--- src/rtl/addr_translator_pkg.sv ---
// Shared state encoding and default geometry for the sample-to-bitmap address translator.
package addr_translator_pkg;

  localparam int DEFAULT_NUM_CHANNELS     = 2;
  localparam int DEFAULT_BAND_HALF_HEIGHT = 144;
  localparam int DEFAULT_WORDS_PER_ROW    = 24;

  typedef enum logic [2:0] {
    ST_IDLE    = 3'd0,
    ST_READ    = 3'd1,
    ST_CAPTURE = 3'd2,
    ST_SCALE   = 3'd3,
    ST_ADDR    = 3'd4,
    ST_OUTPUT  = 3'd5
  } state_t;

  // A single channel still needs a one-bit channel id
  function automatic int chan_width(input int n);
    return (n > 1) ? $clog2(n) : 1;
  endfunction

endpackage

--- src/rtl/sample_row_scaler.sv ---
// Maps a signed sample to a clamped pixel row inside its channel band; one register stage.
module sample_row_scaler
  import addr_translator_pkg::*;
#(
  parameter int SAMPLE_BITS      = 24,
  parameter int BAND_HALF_HEIGHT = DEFAULT_BAND_HALF_HEIGHT,
  parameter int NUM_CHANNELS     = DEFAULT_NUM_CHANNELS,
  parameter int ROW_W            = 14
) (
  input  logic                                   clk,
  input  logic                                   resetn,
  input  logic                                   en,
  input  logic signed [SAMPLE_BITS-1:0]          sample,
  input  logic [chan_width(NUM_CHANNELS)-1:0]    channel,
  output logic [ROW_W-1:0]                       row
);

  localparam int PW = SAMPLE_BITS + 32;
  localparam logic signed [PW-1:0] HALF = PW'(BAND_HALF_HEIGHT);
  localparam logic signed [PW-1:0] BAND = PW'(2 * BAND_HALF_HEIGHT);

  logic signed [PW-1:0] product, centred, band_top, band_bottom, clamped;

  // Product is kept at full width so the arithmetic shift sees every bit
  always_comb begin
    product     = PW'(sample) * HALF;
    band_top    = $signed(PW'(channel)) * BAND;
    band_bottom = band_top + BAND - PW'(1);
    centred     = band_top + HALF - (product >>> (SAMPLE_BITS - 1));
    clamped     = centred;
    if (centred < band_top) begin
      clamped = band_top;
    end else if (centred > band_bottom) begin
      clamped = band_bottom;
    end
  end

  always_ff @(posedge clk or negedge resetn) begin
    if (!resetn) begin
      row <= '0;
    end else if (en) begin
      row <= ROW_W'(clamped);
    end
  end

endmodule

--- src/rtl/multichannel_sample_to_memory_addr_translator.sv ---
// Turns multichannel FIFO frames into bitmap word/bit addresses, one per channel per column.
// Optional SAMPLE_DECIMATION_EN plots only every DECIMATION-th frame.
module multichannel_sample_to_memory_addr_translator
  import addr_translator_pkg::*;
#(
  parameter int DATA_WIDTH       = 32,
  parameter int SAMPLE_BITS      = 24,
  parameter int NUM_CHANNELS     = DEFAULT_NUM_CHANNELS,
  parameter int BAND_HALF_HEIGHT = DEFAULT_BAND_HALF_HEIGHT,
  parameter int WORDS_PER_ROW    = DEFAULT_WORDS_PER_ROW,
  parameter int ADDRESS_LENGTH   = 14,
  parameter int DECIMATION       = 4
) (
  input  logic                                   clk,
  input  logic                                   resetn,
  input  logic                                   vsync,
  input  logic [DATA_WIDTH*NUM_CHANNELS-1:0]     fifo_data,
  input  logic                                   fifo_almost_empty,
  output logic                                   fifo_rd_en,
  output logic [ADDRESS_LENGTH-1:0]              word_address,
  output logic [4:0]                             bit_offset,
  output logic [chan_width(NUM_CHANNELS)-1:0]    channel_id,
  output logic                                   addr_valid,
  input  logic                                   addr_ready
);

  localparam int CH_W     = chan_width(NUM_CHANNELS);
  localparam int COLUMNS  = 32 * WORDS_PER_ROW;
  localparam int COL_W    = $clog2(COLUMNS);
  localparam int SLOT_LSB = DATA_WIDTH - SAMPLE_BITS;
  localparam logic [CH_W-1:0]  LAST_CH  = CH_W'(NUM_CHANNELS - 1);
  localparam logic [COL_W-1:0] LAST_COL = COL_W'(COLUMNS - 1);

  state_t state, next_state;
  logic signed [SAMPLE_BITS-1:0] samples [NUM_CHANNELS];
  logic [CH_W-1:0]           ch_idx;
  logic [COL_W-1:0]          column;
  logic [ADDRESS_LENGTH-1:0] row;
  logic vsync_d, vsync_pending, vsync_edge;
  logic handshake, frame_done, plot_frame;

`ifdef SAMPLE_DECIMATION_EN
  localparam int DEC_W = (DECIMATION > 1) ? $clog2(DECIMATION) : 1;
  localparam logic [DEC_W-1:0] DEC_LAST = DEC_W'(DECIMATION - 1);
  logic [DEC_W-1:0] dec_count;

  always_ff @(posedge clk or negedge resetn) begin
    if (!resetn) begin
      dec_count <= '0;
    end else if (state == ST_CAPTURE) begin
      dec_count <= (dec_count == DEC_LAST) ? '0 : dec_count + 1'b1;
    end
  end

  assign plot_frame = (dec_count == '0);
`else
  assign plot_frame = 1'b1;
`endif

  assign vsync_edge = vsync & ~vsync_d;
  assign handshake  = addr_valid & addr_ready;
  assign frame_done = handshake && (ch_idx == LAST_CH);

  always_comb begin
    next_state = state;
    unique case (state)
      ST_IDLE:    if (!fifo_almost_empty) next_state = ST_READ;
      ST_READ:    next_state = ST_CAPTURE;
      ST_CAPTURE: next_state = plot_frame ? ST_SCALE : ST_IDLE;
      ST_SCALE:   next_state = ST_ADDR;
      ST_ADDR:    next_state = ST_OUTPUT;
      ST_OUTPUT:  if (handshake) next_state = (ch_idx == LAST_CH) ? ST_IDLE : ST_SCALE;
      default:    next_state = ST_IDLE;
    endcase
  end

  // Strobes are registered from next_state so they line up exactly with READ/OUTPUT
  always_ff @(posedge clk or negedge resetn) begin
    if (!resetn) begin
      state      <= ST_IDLE;
      fifo_rd_en <= 1'b0;
      addr_valid <= 1'b0;
    end else begin
      state      <= next_state;
      fifo_rd_en <= (next_state == ST_READ);
      addr_valid <= (next_state == ST_OUTPUT);
    end
  end

  always_ff @(posedge clk or negedge resetn) begin
    if (!resetn) begin
      for (int c = 0; c < NUM_CHANNELS; c++) samples[c] <= '0;
      ch_idx <= '0;
    end else if (state == ST_CAPTURE) begin
      for (int c = 0; c < NUM_CHANNELS; c++) begin
        samples[c] <= fifo_data[c*DATA_WIDTH + SLOT_LSB +: SAMPLE_BITS];
      end
      ch_idx <= '0;
    end else if (handshake && (ch_idx != LAST_CH)) begin
      ch_idx <= ch_idx + 1'b1;
    end
  end

  sample_row_scaler #(
    .SAMPLE_BITS      (SAMPLE_BITS),
    .BAND_HALF_HEIGHT (BAND_HALF_HEIGHT),
    .NUM_CHANNELS     (NUM_CHANNELS),
    .ROW_W            (ADDRESS_LENGTH)
  ) u_scaler (
    .clk     (clk),
    .resetn  (resetn),
    .en      (state == ST_SCALE),
    .sample  (samples[ch_idx]),
    .channel (ch_idx),
    .row     (row)
  );

  always_ff @(posedge clk or negedge resetn) begin
    if (!resetn) begin
      word_address <= '0;
      bit_offset   <= '0;
      channel_id   <= '0;
    end else if (state == ST_ADDR) begin
      word_address <= ADDRESS_LENGTH'(32'(row) * 32'(WORDS_PER_ROW) + 32'(column >> 5));
      bit_offset   <= column[4:0];
      channel_id   <= ch_idx;
    end
  end

  // A pending or fresh vsync overrides the column step, so a coincident wrap yields 0 only once
  always_ff @(posedge clk or negedge resetn) begin
    if (!resetn) begin
      vsync_d       <= 1'b0;
      vsync_pending <= 1'b0;
      column        <= '0;
    end else begin
      vsync_d <= vsync;
      if ((frame_done || state == ST_IDLE) && (vsync_pending || vsync_edge)) begin
        column        <= '0;
        vsync_pending <= 1'b0;
      end else begin
        if (frame_done) column <= (column == LAST_COL) ? '0 : column + 1'b1;
        if (vsync_edge) vsync_pending <= 1'b1;
      end
    end
  end

endmodule

--- config.mk ---
export PLATFORM = sky130hd
export DESIGN_NAME = multichannel_sample_to_memory_addr_translator
export DESIGN_NICKNAME = d
export VERILOG_FILES = /design/src/rtl/addr_translator_pkg.sv /design/src/rtl/sample_row_scaler.sv /design/src/rtl/multichannel_sample_to_memory_addr_translator.sv
export SDC_FILE = /design/constraint.sdc
export NUM_CORES = 1
export LEC_CHECK = 0
export ABC_CLOCK_PERIOD_IN_PS = 15100
export CAP_MARGIN = 20
export CORE_MARGIN = 2
export CORE_UTILIZATION = 61
export CTS_CLUSTER_DIAMETER = 30
export DETAILED_ROUTE_END_ITERATION = 12
export PLACE_DENSITY_LB_ADDON = 0.05
export SYNTH_ARGS = -nofsm -noshare
export SYNTH_HDL_FRONTEND = slang
export SYNTH_SLANG_ARGS = --single-unit
--- constraint.sdc ---
create_clock -name clk -period 15.1 [get_ports clk]
set_input_delay 2.265 -clock clk [delete_from_list [all_inputs] [get_ports clk]]
set_output_delay 2.265 -clock clk [all_outputs]
set_load 0.02 [all_outputs]
==> flow_summary.yaml, run 1 <==
routing:
  via_per_inst: 5.97
  wl_per_cell_microns: 17.1
  antenna_violating_nets_post_route: 0
  drtIter0Drc: 222
  drc_errors: 0
  vias: 5204
  drtPass1Iterations: 4
  wirelength_microns: 14900
place:
  place_congestion: 0.823
  post-dp-hpwl_microns: 11200
  port_buffers: 74
sta:
  tightest_slew_ns: 0.821
  relSlewSlack_pct: 45.2
  clock_skew_ns: 0.0103
  min_period_ns: 7.89
  fin_tns_setup_ns: 0
  drv_slew: 0
  hold_viol: 0
  setup_viol: 0
  rsz0062_at_grt: "false"
  post-route-period-util_pct: 52.3
  clock.fmax_ghz: 0.127
floorplanning:
  io_pins: 91
  die_area_sq_um: 12100
  die_h_microns: 110
  fp.dieW_microns: 110
  rows: 38
  core-area_sq_um: 10900
  start_util_pct: 63.1
critical_path:
  crit_type: "flip-flop to flip-flop"
  critPathArrivalTime_ns: 8.15
  crit_path_start_kind: "flip-flop"
  crit_required_ns: 15.35
  cp-end-kind: "flip-flop"
  crit_fanout: 37
clock_tree:
  clock_sinks: 97
  cts.clk_slew.worst_paths_ns: 0.10
  cts_buffer_depth: 2
  cts_setup_buffers: 0
  cts_resized: 0
  ctsHtreeMaxLevel: 3
  ctsHoldBuffers: 0
  clock_latency_ns: 0.40
  root_buffer: "clkbuf_8"
  tritoncts: "done"
  numCtsBuffers: 9
hold_path:
  hp-class: "flip-flop to flip-flop"
flow_run:
  max_cap_violations: 0
finish:
  nFillCells: 803
  drive_above_1_share_pct: 18.1
  layout_common_cells: "97 x dfrtp_1, 86 x ha_1, 82 x mux2_2, 73 x clkdlybuf4s50_1, 49 x nand2_1"
  fin_nets: 883
  n_antenna_cell: 0
  synthToLayoutAreaGrowth_pct: 16.4
  final_common_cell: "dfrtp_1"
yosys:
  synth_edf_count: 0
  syn-num-nets: 811
  seq_area_frac_synth_pct: 35.3
  avgSynthCellArea_sq_um: 10.5
  ys_types: 71
  yosys_warnings: 0
  synth-seq-cells: 97
  synth_ff_type: "dfrtp_1"
  synthCells: 654
  async_reset_ff_share_pct: 100
  synthesis.area_sq_um: 6870
global_routing:
  grt_overflow_total: 0
  grt_pass1_wl_microns: 24200
  grt_max_degree: 52
  grt_pass1_vias: 5280
  grt_usage_pct: 25.9
  antenna_found_initial: 0
outcome:
  status: "finished clean"
[critical path, stage by stage (launching register included)]
cell and delay (ns):
dfrtp_1 0.34, buf_4 0.43, mux2_2 0.44, ha_1 0.31
ha_1 0.37, nand4_2 0.22, or3_1 0.49, a21oi_1 0.15
nor3_1 0.07, xnor2_1 0.19, inv_1 0.09, ha_1 0.24
ha_1 0.32, nand4_1 0.18, a2111oi_2 0.54, a31o_2 0.30
a21oi_1 0.13, nand2b_1 0.18, ha_1 0.31, nor4bb_1 0.32
nand3_1 0.11, nor4_1 0.49, inv_1 0.08, a2111oi_0 0.53
a41oi_2 0.17, o21ai_0 0.55, o21ai_0 0.19
[synthesized netlist by cell type (3+ instances only)]
cell type / number / share of area [%]
dfrtp_1: 97 / 35
ha_1: 86 / 16
mux2_2: 82 / 13
nand2_1: 49 / 2.7
a21oi_1: 40 / 2.9
nor2_1: 34 / 1.9
o21ai_0: 30 / 2.2
inv_1: 23 / 1.3
xnor2_1: 23 / 2.9
clkbuf_1: 18 / 0.98
nand3_1: 12 / 0.87
a21o_1: 11 / 1.2
xor2_1: 10 / 1.3
and3_1: 9 / 0.82
nand2b_1: 8 / 0.73
nor2b_1: 8 / 0.73
o21bai_1: 8 / 0.87
a211oi_1: 7 / 0.77
and2_1: 6 / 0.55
nand4_1: 6 / 0.55
nor3_1: 5 / 0.36
nor3b_1: 5 / 0.55
a211o_1: 4 / 0.51
o31ai_1: 4 / 0.44
a31oi_1: 3 / 0.27
nor4_1: 3 / 0.27
o211ai_1: 3 / 0.33
o21ai_1: 3 / 0.22
or2_2: 3 / 0.27
[final cells by class]
type / instances / area (sq um) / share of cell area, %
Tap cell: 140 / 175 / 2.19
Sequential cell: 97 / 2430 / 30.4
Clock inverter: 6 / 83.8 / 1.05
Inverter: 25 / 93.8 / 1.17
Multi-Input combinational cell: 514 / 4290 / 53.7
Clock buffer: 10 / 138 / 1.72
Timing Repair Buffer: 79 / 783 / 9.80
[per-layer routing]
layer  global-route usage (%)  vias up  routed length [microns]
met5                        0        -                        0
met4                     9.20        0                      358
met3                     4.88       29                      467
met2                     47.5      100                     7690
met1                     30.0     2539                     6350
li1                         -     2536                        -
[kinds of logic after synthesis]
group	after synthesis	share of synthesized area, %
DFF	97	35.3
muxes	84	13.7
xor gates and xnor gates	33	4.21
adders and majority gates	88	16.3
AOI/OAI and AO/OA	144	15.5
and+or+nand+nor	165	12.6
buffers and inverters	43	2.35
[path summary, 6_finish.rpt]
path	cells after the start	from	slack [ns]	end
min in group asynchronous	1	resetn	1.84	column[4]$_DFFE_PN0P_
max in group asynchronous	2	resetn	12.18	samples[14]$_DFFE_PN0P_
max	26	ch_idx$_DFFE_PN0P_	7.21	u_scaler.row[2]$_DFFE_PN0N_
min	2	u_scaler.row[5]$_DFFE_PN0N_	0.51	u_scaler.row[5]$_DFFE_PN0N_
max reg2reg	26	ch_idx$_DFFE_PN0P_	7.21	u_scaler.row[2]$_DFFE_PN0N_
min reg2reg	2	u_scaler.row[5]$_DFFE_PN0N_	0.51	u_scaler.row[5]$_DFFE_PN0N_
[per-stage QoR]
step / util, % / area [sq um] / worst slack (ns) / cells / hold WS (ns)
floorplan: - / 6870 / 7.53 / 654 / 0.471
global placement: 71.2 / 7760 / 7.34 / 854 / 0.483
detailed placement: 71.2 / 7760 / 7.00 / 854 / 0.492
CTS: 73.3 / 7980 / 6.85 / 870 / 0.515
global route: 73.4 / 7990 / 6.62 / 871 / 0.530
finish: 73.4 / 7990 / 7.21 / 871 / 0.510
[flip-flops by register name, summed over array words and instances (netlist names)]
name	cells
channel_id	1
vsync_pending	1
bit_offset	5
column	10
u_scaler.row	11
state	3
ch_idx	1
addr_valid	1
samples	48
word_address	14
vsync_d	1
fifo_rd_en	1
Power of run 1 is left out: the tool's default activity adds up to more than one toggle a clock period on the data nets, which glitch-free logic cannot reach.
==> run 2: changes to the inputs <==
--- a/config.mk
+++ b/config.mk
@@ -5,10 +5,10 @@
 export SDC_FILE = /design/constraint.sdc
 export NUM_CORES = 1
 export LEC_CHECK = 0
-export ABC_CLOCK_PERIOD_IN_PS = 15100
+export ABC_CLOCK_PERIOD_IN_PS = 6600
 export CAP_MARGIN = 20
 export CORE_MARGIN = 2
-export CORE_UTILIZATION = 61
+export CORE_UTILIZATION = 51
 export CTS_CLUSTER_DIAMETER = 30
 export DETAILED_ROUTE_END_ITERATION = 12
 export PLACE_DENSITY_LB_ADDON = 0.05
==> constraint.sdc (replaced) <==
create_clock -name clk -period 6.6 [get_ports clk]
set_input_delay 0.99 -clock clk [delete_from_list [all_inputs] [get_ports clk]]
set_output_delay 0.99 -clock clk [all_outputs]
set_load 0.02 [all_outputs]
==> run 2 against run 1 <==
  * First-iteration DRC count increased by 1.4%
  * Fmax increased by 25%
  * Global-route usage decreased by 4.7 points
  * Non-clock buffer count increased by 37
  * Sequential share of layout area decreased by 3.4 points
  * Routed wire length increased by 2.1%
  * Utilization decreased by 5.0 points
  * Final area increased by 13%
  * Setup slack got worse by 6.9 ns
  * Clock skew about the same
  * Largest cell class unchanged
==> flow_summary.yaml, run 2 (synthesized netlist as in run 1, its figures left out) <==
floorplanning:
  core-area_sq_um: 13200
  io_pins: 91
  fp.dieW_microns: 120
  die_h_microns: 120
  rows: 42
  die_area_sq_um: 14400
  start_util_pct: 52.1
finish:
  utilization_pct: 68.4
  top_regs: "samples x48, word_address x14, u_scaler.row x11"
  synthToLayoutAreaGrowth_pct: 31.4
  finalInstanceArea_sq_um: 9020
  top_register: "samples"
  largest_reg_flops: 48
  n_antenna_cell: 0
  drive_above_1_share_pct: 29.6
  layout_common_cells: "96 x dfrtp_1, 76 x mux2_2, 73 x clkdlybuf4s50_1, 54 x ha_1, 48 x nand2_1"
  final_common_cell: "dfrtp_1"
  nFillCells: 1029
  fin_nets: 920
sta:
  drv_slew: 0
  clock.fmax_ghz: 0.158
  relSlewSlack_pct: 48.3
  min_period_ns: 6.33
  fin_hold_ws_ns: 0.506
  tightest_slew_ns: 0.776
  post-route-period-util_pct: 96.0
  clock_skew_ns: 0.0103
  fin_tns_setup_ns: 0
  setup_viol: 0
  hold_viol: 0
hold_path:
  hold_end: "samples[47]$_DFFE_PN0P_"
  min_from: "samples[47]$_DFFE_PN0P_"
  hp-class: "flip-flop to flip-flop"
  min_path_cells: 1
clock_tree:
  cts_buffer_depth: 2
  clock_sinks: 97
  ctsHtreeMaxLevel: 3
  cts.clk_slew.worst_paths_ns: 0.07
  ctsHoldBuffers: 0
  clock_latency_ns: 0.35
  numCtsBuffers: 9
  tritoncts: "done"
  root_buffer: "clkbuf_16"
routing:
  drc_errors: 0
  wirelength_microns: 15200
  vias: 5255
  drtPass1Iterations: 4
  via_per_inst: 5.57
  wl_per_cell_microns: 16.1
  drtIter0Drc: 225
  antenna_violating_nets_post_route: 0
place:
  port_buffers: 74
  post-dp-hpwl_microns: 10800
  place_congestion: 0.873
  postPlaceCellArea_sq_um: 8040
critical_path:
  crit_fanout: 7
  crit_type: "flip-flop to flip-flop"
  worst-r2r-cell-count: 29
  crit_path_start_kind: "flip-flop"
  worstReg2RegStart: "ch_idx$_DFFE_PN0P_"
  critPathArrivalTime_ns: 6.61
  r2r_setup_slack_ns: 0.27
  crit_path_frequent_cell: "ha_4"
  crit_family: "compound AO/OA/AOI/OAI gates"
  crit_buf_inv: 6
  cp-end-kind: "flip-flop"
  crit_required_ns: 6.88
  slowest_stage: "dfrtp_2"
  r2r_end: "u_scaler.row[8]$_DFFE_PN0N_"
  slowest_delay_ns: 0.48
global_routing:
  antenna_found_initial: 0
  grt_overflow_total: 0
  grt_max_degree: 52
  grt_usage_pct: 21.2
  grt_pass1_wl_microns: 24700
  grt_pass1_vias: 5339
flow_run:
  max_cap_violations: 0
outcome:
  status: "finished clean"
run 2: changes by cell type in the layout (fill, tap and decap cells not counted), sizes merged:
cell	before	now
clkbuf	10	12
buf	6	41
run 2: final cells by class:
type | count | area (sq um) | area share, %
clock buffer | 10 | 229 | 2.54
clock inverter | 6 | 72.6 | 0.804
inverter | 25 | 93.8 | 1.04
multi-input combinational | 514 | 4870 | 53.9
sequential | 97 | 2430 | 26.9
tap | 176 | 220 | 2.44
timing repair buffer | 116 | 1110 | 12.3
run 2: worst register-to-register path: cells and delay by family (launching register included):
kind | cells | cell delay, ns
DFF | 1 | 0.48
buffers and inverters | 6 | 0.89
muxes | 1 | 0.39
xor gates and xnor gates | 1 | 0.13
AOI/OAI and AO/OA | 10 | 2.05
adders and majority gates | 5 | 1.23
and+or+nand+nor | 6 | 1.06
run 2: how the worst max path moves through the flow:
stage	from	endpoint	slack, ns	cells past startpoint
floorplan	ch_idx$_DFFE_PN0P_	u_scaler.row[5]$_DFFE_PN0N_	0.003	28
global placement	ch_idx$_DFFE_PN0P_	u_scaler.row[1]$_DFFE_PN0N_	0.03	27
detailed placement	ch_idx$_DFFE_PN0P_	u_scaler.row[1]$_DFFE_PN0N_	-0.07	29
CTS	ch_idx$_DFFE_PN0P_	u_scaler.row[8]$_DFFE_PN0N_	0.005	31
global route	ch_idx$_DFFE_PN0P_	u_scaler.row[8]$_DFFE_PN0N_	-0.11	29
finish	ch_idx$_DFFE_PN0P_	u_scaler.row[8]$_DFFE_PN0N_	0.27	29
run 2: metrics by stage:
step,std cells,setup WS (ns)
2_1_floorplan,654,0.00257
3_3_place_gp,916,0.0312
3_5_place_dp,916,-0.0687
4_1_cts,937,0.00542
5_1_grt,944,-0.113
6_report,944,0.265
run 2: what timing repair did:
| item | CTS | global route |
|---|---|---|
| setup buffers | 4 | 5 |
| gates cloned | 1 | 2 |
| pin swaps | 10 | 22 |
| endpoints found under the setup margin | 10 | 10 |
| gates resized for setup | 17 | 57 |
run 2: per-layer routing:
layer | vias to the layer above | GRT usage, % | part of all wire [%]
met5 | - | 0 | 0
met4 | 0 | 5.37 | 1.1
met3 | 13 | 4.23 | 3.2
met2 | 77 | 36.2 | 50
met1 | 2559 | 27.5 | 46
li1 | 2606 | - | -
Power of run 2 is left out for the same reason.
==> run 3: changes to the inputs <==
--- a/config.mk
+++ b/config.mk
@@ -7,11 +7,14 @@
 export LEC_CHECK = 0
 export ABC_CLOCK_PERIOD_IN_PS = 6600
 export CAP_MARGIN = 20
+export CELL_PAD_IN_SITES_DETAIL_PLACEMENT = 1
+export CELL_PAD_IN_SITES_GLOBAL_PLACEMENT = 1
 export CORE_MARGIN = 2
-export CORE_UTILIZATION = 51
+export CORE_UTILIZATION = 40
 export CTS_CLUSTER_DIAMETER = 30
 export DETAILED_ROUTE_END_ITERATION = 12
 export PLACE_DENSITY_LB_ADDON = 0.05
+export RECOVER_POWER = 50
 export SYNTH_ARGS = -nofsm -noshare
 export SYNTH_HDL_FRONTEND = slang
 export SYNTH_SLANG_ARGS = --single-unit
==> run 3 against run 2 <==
  * The run now ends with capacitance limit, slew limit left
  * First-iteration DRC count shrank 21%
  * Non-clock buffer count rose by 54
  * Global-route usage is 0.31 points higher
  * Fmax shrank 3.0%
  * Worst hold slack improved by 0.0011 ns
==> flow_summary.yaml, run 3 (synthesized netlist as in run 1, its figures left out) <==
clock_tree:
  clock_sinks: 97
  cts_buffer_depth: 2
  root_buffer: "clkbuf_16"
  ctsHoldBuffers: 0
  cts.clk_slew.worst_paths_ns: 0.08
  clock_latency_ns: 0.35
  numCtsBuffers: 9
  tritoncts: "done"
  ctsHtreeMaxLevel: 3
global_routing:
  grt_busiest_layer: "met2"
  globalRouteMet3Util_pct: 3.68
  grt_use_met1_pct: 25.2
  grt_max_degree: 56
  grt_usage_pct: 21.5
  grt_pass1_vias: 6221
  grt_overflow_total: 0
  gr-usage-met2_pct: 40.6
  antenna_found_initial: 0
  grt_pass1_wl_microns: 31100
flow_run:
  max_cap_violations: 2
sta:
  setup_viol: 0
  clock.fmax_ghz: 0.153
  hold_viol: 0
  relSlewSlack_pct: -89.2
  fin_tns_setup_ns: 0
  clock_skew_ns: 0.0134
  drv_slew: 96
  rsz0062_at_grt: "true"
  fin_ws_ns: 0.0679
  min_period_ns: 6.53
  post-route-period-util_pct: 99.0
  tightest_slew_ns: 2.84
place:
  port_buffers: 74
  dp.cells: 998
  place_ws_ns: -0.646
  place_congestion: 0.838
  post-dp-hpwl_microns: 13400
outcome:
  status: "complete, but fails checks"
  violations: "capacitance limit, slew limit"
hold_path:
  hp-class: "flip-flop to flip-flop"
routing:
  via_per_inst: 5.40
  vias: 5622
  drtPass1Iterations: 4
  wirelength_microns: 19300
  antenna_violating_nets_post_route: 0
  drc_errors: 0
  drtIter0Drc: 178
  wl_per_cell_microns: 18.5
floorplanning:
  die_area_sq_um: 18200
  start_util_pct: 41.1
  die_h_microns: 135
  fp.dieW_microns: 135
  rows: 47
  io_pins: 91
  core-area_sq_um: 16700
critical_path:
  crit_required_ns: 6.83
  slowest_stage: "dfrtp_4"
  critPathArrivalTime_ns: 6.76
  crit_type: "flip-flop to flip-flop"
  cp-end-kind: "flip-flop"
  slowest_delay_ns: 0.58
  crit_buf_inv: 7
  crit_path_start_kind: "flip-flop"
  crit_family: "compound AO/OA/AOI/OAI gates"
  crit_fanout: 8
finish:
  largest_reg_flops: 48
  utilization_pct: 58.1
  drive_above_1_share_pct: 36.6
  finalNonFillerCells: 1042
  layout_common_cells: "96 x dfrtp_1, 82 x buf_4, 70 x clkdlybuf4s50_1, 67 x mux2_2, 48 x ha_1"
  top_register: "samples"
  nFillCells: 1769
  final_common_cell: "dfrtp_1"
  fin_nets: 974
  synthToLayoutAreaGrowth_pct: 41.4
  top_regs: "samples x48, word_address x14, u_scaler.row x11"
  n_antenna_cell: 0
run 3: changes by cell type in the layout (fill, tap and decap cells not counted), sizes merged:
cell           previous run  this run
buf                      41        94
clkbuf                   12        14
clkdlybuf4s50            73        70
clkinv                    2         1
dlygate4sd3               0         3
run 3: final timing paths:
kind                                         start                          end  slack, ns  cells past startpoint
max                             ch_idx$_DFFE_PN0P_  u_scaler.row[1]$_DFFE_PN0N_       0.07                     32
max reg2reg                     ch_idx$_DFFE_PN0P_  u_scaler.row[1]$_DFFE_PN0N_       0.07                     32
min reg2reg                samples[19]$_DFFE_PN0P_      samples[19]$_DFFE_PN0P_       0.51                      1
max in group asynchronous                   resetn           ch_idx$_DFFE_PN0P_       3.43                      2
min                        samples[19]$_DFFE_PN0P_      samples[19]$_DFFE_PN0P_       0.51                      1
min in group asynchronous                   resetn    bit_offset[1]$_DFFE_PN0P_       1.36                      1
run 3: metrics by stage:
| stage | hold slack (ns) | cell area [sq um] |
|---|---|---|
| floorplan | 0.471 | 6910 |
| global placement | 0.484 | 8360 |
| detailed placement | 0.490 | 8360 |
| CTS | 0.507 | 9320 |
| global route | 0.527 | 9710 |
| finish | 0.507 | 9710 |
run 3: routing by layer:
metal | wire (microns) | up-vias
met5 | 0 | -
met3 | 505 | 23
met1 | 8310 | 2805
met4 | 281 | 0
met2 | 10200 | 75
li1 | - | 2719
run 3: final cells by class:
type | count | area, sq um | share of cell area (%)
multi-input combinational | 514 | 5060 | 52.1
sequential | 97 | 2430 | 25.0
timing repair buffer | 170 | 1530 | 15.7
tap | 220 | 275 | 2.84
clock buffer | 11 | 253 | 2.60
inverter | 25 | 93.8 | 0.967
clock inverter | 5 | 67.6 | 0.696
run 3: timing repair:
item                                    4_1_cts  5_1_grt
cloned                                        1        0
resized for setup                            65       68
buffers inserted                             16       11
endpoints found under the setup margin       10       10
pin swaps                                    24       27
run 3: worst register-to-register path: cells and delay by family (launching register included):
family | cells | cell delay, ns
simple gates | 5 | 0.83
xor+xnor | 1 | 0.23
compound gates | 13 | 2.27
flops | 1 | 0.58
mux | 1 | 0.34
fa+ha+maj | 5 | 1.15
buf+inv | 7 | 0.99
Power of run 3 is left out for the same reason.
